===== src/rtl/timestamp_pkg.sv =====
// Shared defaults and types for the timestamp capture array.
package timestamp_pkg;

    localparam int TS_WIDTH_DEFAULT = 40;
    localparam int TS_SYNC_DEFAULT  = 2;

    typedef logic [TS_WIDTH_DEFAULT-1:0] ts_count_t;

endpackage


===== src/rtl/ts_channel.sv =====
// One capture channel: synchroniser, rising-edge detect, stamp register,
// ready flag and sticky missed-event flag. The timebase comes from the top.
import timestamp_pkg::*;

module ts_channel #(
    parameter int WIDTH       = TS_WIDTH_DEFAULT,
    parameter int SYNC_STAGES = TS_SYNC_DEFAULT
) (
    input  logic             iClk,
    input  logic             iReset_n,
    input  logic             iLatch,
    input  logic             iRstLatch,
    input  logic [WIDTH-1:0] iCount,
    output logic [WIDTH-1:0] oStamp,
    output logic             oRdy,
    output logic             oMissed
);

    logic [SYNC_STAGES-1:0] sync_r;
    logic                   hist_r;
    logic                   started_r;
    logic                   armed_r;
    logic                   detect_s;
    logic [WIDTH-1:0]       stampNext_s;
    logic                   rdyNext_s;
    logic                   missedNext_s;

    // Synchroniser chain followed by the edge-history flop.
    always_ff @(posedge iClk or negedge iReset_n) begin
        if (!iReset_n) begin
            sync_r <= '0;
            hist_r <= 1'b0;
        end else begin
            sync_r <= {sync_r[SYNC_STAGES-2:0], iLatch};
            hist_r <= sync_r[SYNC_STAGES-1];
        end
    end

    // Arm only after a genuine low sample, so a level held high across
    // reset release is not mistaken for an event.
    always_ff @(posedge iClk or negedge iReset_n) begin
        if (!iReset_n) begin
            started_r <= 1'b0;
            armed_r   <= 1'b0;
        end else begin
            started_r <= 1'b1;
            armed_r   <= armed_r | (started_r & ~sync_r[0]);
        end
    end

    // Rising edge seen at the synchroniser output.
    always_comb begin
        detect_s = sync_r[SYNC_STAGES-1] & ~hist_r & armed_r;
    end

    // Capture decision: clear wins, then first event wins, later ones are missed.
    always_comb begin
        stampNext_s  = oStamp;
        rdyNext_s    = oRdy;
        missedNext_s = oMissed;
        if (iRstLatch) begin
            rdyNext_s    = 1'b0;
            missedNext_s = 1'b0;
        end else if (detect_s) begin
            if (!oRdy) begin
                stampNext_s = iCount;
                rdyNext_s   = 1'b1;
            end else begin
                missedNext_s = 1'b1;
            end
        end else begin
            rdyNext_s = oRdy;
        end
    end

    // Stamp, ready and missed registers.
    always_ff @(posedge iClk or negedge iReset_n) begin
        if (!iReset_n) begin
            oStamp  <= '0;
            oRdy    <= 1'b0;
            oMissed <= 1'b0;
        end else begin
            oStamp  <= stampNext_s;
            oRdy    <= rdyNext_s;
            oMissed <= missedNext_s;
        end
    end

endmodule


===== src/rtl/timestamp_capture_array.sv =====
// Free-running timebase stamped by CHANNELS independent event inputs.
// Optional feature macro: TSC_SPAN_EN adds oSpan/oSpanValid, the registered
// difference between the last and first channel stamps.
import timestamp_pkg::*;

module timestamp_capture_array #(
    parameter int WIDTH       = TS_WIDTH_DEFAULT,
    parameter int CHANNELS    = 2,
    parameter int SYNC_STAGES = TS_SYNC_DEFAULT
) (
    input  logic                      iClk,
    input  logic                      iReset_n,
    input  logic [CHANNELS-1:0]       iLatch,
    input  logic [CHANNELS-1:0]       iRstLatch,
    input  logic                      iCounterClear,
    output logic [WIDTH-1:0]          oCount,
    output logic                      oWrap,
    output logic [CHANNELS*WIDTH-1:0] oStamp,
    output logic [CHANNELS-1:0]       oRdy,
    output logic [CHANNELS-1:0]       oMissed
`ifdef TSC_SPAN_EN
    ,
    output logic [WIDTH-1:0]          oSpan,
    output logic                      oSpanValid
`endif
);

    localparam logic [WIDTH-1:0] COUNT_ONE = {{(WIDTH-1){1'b0}}, 1'b1};

    logic [WIDTH-1:0] countNext_s;
    logic             wrapNext_s;

    // Timebase next state: clear beats increment and suppresses the wrap pulse.
    always_comb begin
        countNext_s = oCount;
        wrapNext_s  = 1'b0;
        if (iCounterClear) begin
            countNext_s = '0;
            wrapNext_s  = 1'b0;
        end else begin
            countNext_s = oCount + COUNT_ONE;
            wrapNext_s  = &oCount;
        end
    end

    // Timebase and wrap registers.
    always_ff @(posedge iClk or negedge iReset_n) begin
        if (!iReset_n) begin
            oCount <= '0;
            oWrap  <= 1'b0;
        end else begin
            oCount <= countNext_s;
            oWrap  <= wrapNext_s;
        end
    end

    genvar k;
    generate
        for (k = 0; k < CHANNELS; k++) begin : gChan
            ts_channel #(
                .WIDTH       (WIDTH),
                .SYNC_STAGES (SYNC_STAGES)
            ) uChan (
                .iClk      (iClk),
                .iReset_n  (iReset_n),
                .iLatch    (iLatch[k]),
                .iRstLatch (iRstLatch[k]),
                .iCount    (oCount),
                .oStamp    (oStamp[k*WIDTH +: WIDTH]),
                .oRdy      (oRdy[k]),
                .oMissed   (oMissed[k])
            );
        end
    endgenerate

`ifdef TSC_SPAN_EN
    logic [WIDTH-1:0] spanDiff_s;

    // Distance from the first channel's stamp to the last channel's stamp.
    always_comb begin
        spanDiff_s = oStamp[(CHANNELS-1)*WIDTH +: WIDTH] - oStamp[0 +: WIDTH];
    end

    // Registered span and its valid flag (all channels ready).
    always_ff @(posedge iClk or negedge iReset_n) begin
        if (!iReset_n) begin
            oSpan      <= '0;
            oSpanValid <= 1'b0;
        end else begin
            oSpan      <= spanDiff_s;
            oSpanValid <= &oRdy;
        end
    end
`endif

endmodule


===== config.mk =====
export PLATFORM = sky130hd
export DESIGN_NAME = timestamp_capture_array
export DESIGN_NICKNAME = d
export VERILOG_FILES = /design/src/rtl/timestamp_pkg.sv /design/src/rtl/ts_channel.sv /design/src/rtl/timestamp_capture_array.sv
export SDC_FILE = /design/constraint.sdc
export NUM_CORES = 1
export LEC_CHECK = 0
export ABC_AREA = 1
export BUFFER_PORTS_ARGS = -buffer_cell sky130_fd_sc_hd__buf_4
export CORE_MARGIN = 1
export CORE_UTILIZATION = 40
export CTS_CLUSTER_SIZE = 12
export DETAILED_ROUTE_END_ITERATION = 8
export GPL_ROUTABILITY_DRIVEN = 0
export PLACE_DENSITY = 0.74
export SYNTH_ARGS = -nofsm -noshare
export SYNTH_HDL_FRONTEND = slang
export SYNTH_HIERARCHICAL = 1
export SYNTH_SLANG_ARGS = --single-unit

===== constraint.sdc =====
create_clock -name iClk -period 2.2 [get_ports iClk]
set_clock_uncertainty 0.1 [all_clocks]
set_input_delay 0.11 -clock iClk [delete_from_list [all_inputs] [get_ports iClk]]
set_output_delay 0.11 -clock iClk [all_outputs]
set_load 0.005 [all_outputs]

==> impl_metrics.env <==
export IMPL_clk_latency_ns=0.42
export IMPL_post_cts_buffers=0
export IMPL_ys_seq_elements=135
export IMPL_postSynthAreaPerCell_sq_um=8.43
export IMPL_syn2layout_area_growth_pct=27.9
export IMPL_final_cell_mix="264 x nand2_1, 137 x buf_4, 135 x dfrtp_1"
export IMPL_fin_crit_ns=1.77
export IMPL_ys_types=30
export IMPL_clock_power_share=0.494
export IMPL_cts_buffers=17
export IMPL_r2r_cells=7
export IMPL_fmax_mhz=566
export IMPL_placedCellCount=1023
export IMPL_hold_class="in2async"
export IMPL_layout_commonest_cell="nand2_1"
export IMPL_synthMuxAreaShare=0
export IMPL_h_tree_depth=4
export IMPL_crit_path_end_kind="flip-flop"
export IMPL_worst_ep_arrival_time_ns=2.00
export IMPL_fillCellCount=1387
export IMPL_row_count=44
export IMPL_max_slew_margin=0.551
export IMPL_synth_fa_ha_area_frac=0.00204
export IMPL_r2r_start="oCount[0]"
export IMPL_layout_area_seq_sq_um=3380
export IMPL_cts_root_buf="clkbuf_16"
export IMPL_io_pins=132
export IMPL_die_w_um=126
export IMPL_globalRouteOverflowTotal=0
export IMPL_drcViolationCount=13
export IMPL_criticalPathCategory="reg2reg"
export IMPL_power_leakage_uw=0.00408
export IMPL_diodes=0
export IMPL_setup_viol=0
export IMPL_grt_usage=0.227
export IMPL_multi_input_area_sq_um=2390
export IMPL_power_internal_uw=4390
export IMPL_synth_xor_area_frac=0.00573
export IMPL_drv_cap=0
export IMPL_cts_hold_buf=6
export IMPL_power_total_uw=5610
export IMPL_grt_pass1_vias=5085
export IMPL_ys_warn_count=6
export IMPL_irDropWorstVdd_v=0.000644
export IMPL_grt_first_pass_wirelength_um=27600
export IMPL_coreArea_sq_um=14800
export IMPL_drtAntennaViolNets=0
export IMPL_crit_required_ns=2.44
export IMPL_fin_tns_setup_ns=0
export IMPL_hold_viol_final=0
export IMPL_swShare=0.218
export IMPL_p_switching_uw=1220
export IMPL_instances_no_fill=1059
export IMPL_dpl_hpwl_um=11500
export IMPL_ctsResizeCount=0
export IMPL_synth_compound_area_frac=0.0317
export IMPL_violations="DRC"
export IMPL_initial_utilization=0.415
export IMPL_reg2reg_setup_slack_ns=0.43
export IMPL_power_density_nw_per_um2=716
export IMPL_nNetsFinal=872
export IMPL_first_pass_iters=7
export IMPL_rsz0062_at_grt="no"
export IMPL_grt_max_degree=70
export IMPL_synthCells=726
export IMPL_clock_path_buffers=2
export IMPL_worstMarginPinSlew_ns=0.674
export IMPL_drt_iter0_markers=500
export IMPL_clock_sinks=135
export IMPL_dieArea_sq_um=15800
export IMPL_crit_path_start_kind="flip-flop"
export IMPL_maxSlewViolCount=0
export IMPL_layout_drive_gt1_share=0.218
export IMPL_vias=5394
export IMPL_crit_fanout=6
export IMPL_clkSlewWorstSetupHoldPaths_ns=0.06
export IMPL_synth_top_family_by_area="simple AND/OR/NAND/NOR gates"
export IMPL_yosys_area_share_simple=0.348
export IMPL_wl_per_cell_um=16.1
export IMPL_wirelength_um=17000
export IMPL_status="complete, but fails checks"
export IMPL_synth_seq_area_share=0.552
export IMPL_tritoncts="done"
export IMPL_portBuffers=131
export IMPL_dieHeight_um=126
export IMPL_r2r_end="oCount[18]"
export IMPL_drt_vias_per_instance=5.09
export IMPL_antenna_found_initial=0
export IMPL_syn_area_sq_um=6120
export IMPL_p_seq_frac=0.455
export IMPL_period_share=0.803
export IMPL_combinationalPowerShare=0.051
export IMPL_synth_fp_nets=734
area by class of cell:
cell class,instances,share of cell area
clock buffer,27,0.0643
clock inverter,3,0.00831
inverter,32,0.0153
multi-input combinational,532,0.305
sequential,135,0.432
tap,184,0.0294
timing repair buffer,146,0.146
how the worst max path moves through the flow:
stage | from | to | slack (ns) | cells past startpoint
final | oCount[0] | oCount[18] | 0.43 | 7
after global routing | oCount[0] | oCount[18] | 0.27 | 7
after CTS | oCount[0] | oCount[18] | 0.45 | 7
after detailed placement | oCount[0] | oCount[18] | 0.46 | 7
after global placement | oCount[17] | oWrap | 0.52 | 6
after floorplan | oCount[0] | oCount[34] | 0.65 | 8
Yosys cell counts:
cell	instances	share of area
buf_4	2	0.0025
nand3b_2	1	0.0018
clkinv_1	1	0.00061
buf_2	8	0.0065
o21bai_1	3	0.0037
nand2_1	264	0.16
nor3_1	6	0.0049
nor4_2	1	0.0020
inv_1	29	0.018
dfrtp_1	135	0.55
inv_2	2	0.0012
and2_1	1	0.0010
ha_1	1	0.0020
a31oi_1	1	0.0010
nor2_1	86	0.053
nand2_4	4	0.0074
clkbuf_1	1	0.00061
nand3_1	101	0.083
xor2_1	4	0.0057
nand2_2	1	0.0010
nor2_2	7	0.0072
nor2_4	8	0.015
a211oi_1	1	0.0012
buf_6	16	0.029
nand3_2	3	0.0049
o21ai_0	9	0.0074
conb_1	2	0.0012
nand4_1	6	0.0061
a21oi_1	21	0.017
o21a_1	1	0.0012
sequential cells by signal, summed over array words and instances (netlist names):
signal,cells
gChan.uChan/oStamp,80
oCount,40
gChan.uChan/sync_r,4
gChan.uChan/armed_r,2
gChan.uChan/hist_r,2
gChan.uChan/oMissed,2
gChan.uChan/oRdy,2
gChan.uChan/started_r,2
oWrap,1
logic make-up (layout without fill, tap and decap cells):
group | Yosys count | in the layout
AND/OR/NAND/NOR | 489 | 489
buffers and inverters | 59 | 208
AO/OA/AOI/OAI | 36 | 36
flip-flops | 135 | 135
XOR/XNOR | 4 | 4
adder cells (fa/ha/maj) | 1 | 1
other | 2 | 2
metal layers:
| metal | GRT usage | part of all wire | wire [um] | vias to the layer above |
|---|---|---|---|---|
| met5 | 0 | 0 | 0 | - |
| met4 | 0.0839 | 0.020 | 333 | 0 |
| met3 | 0.0480 | 0.071 | 1210 | 22 |
| met2 | 0.342 | 0.45 | 7690 | 213 |
| met1 | 0.324 | 0.46 | 7820 | 2562 |
| li1 | - | - | - | 2597 |
power by group through the flow:
stage	Clock, uW	Sequential [uW]	Combinational (uW)
final	2770	2550	284
after floorplan	0	2590	144
after CTS	2810	2550	289
after detailed placement	0	2600	280
after global routing	2920	2550	319
after global placement	0	2590	279
critical path, stage by stage, from the launching register on:
cell     delay (ns)
dfrtp_1        0.44
ha_1           0.23
nand3_1        0.16
nor2_2         0.19
nand2_1        0.14
nor2_4         0.16
o21ai_0        0.11
a21oi_1        0.15
through the flow:
step,setup slack (ns),util,instance area (sq um),hold WS [ns]
final,0.433,0.531,7830,0.181
after global routing,0.270,0.531,7830,0.232
after CTS,0.448,0.531,7830,0.208
after detailed placement,0.456,0.488,7200,0.0791
after global placement,0.515,0.488,7200,0.0813
after floorplan,0.650,-,6120,-0.286
Power figures use the tool's default switching activity.
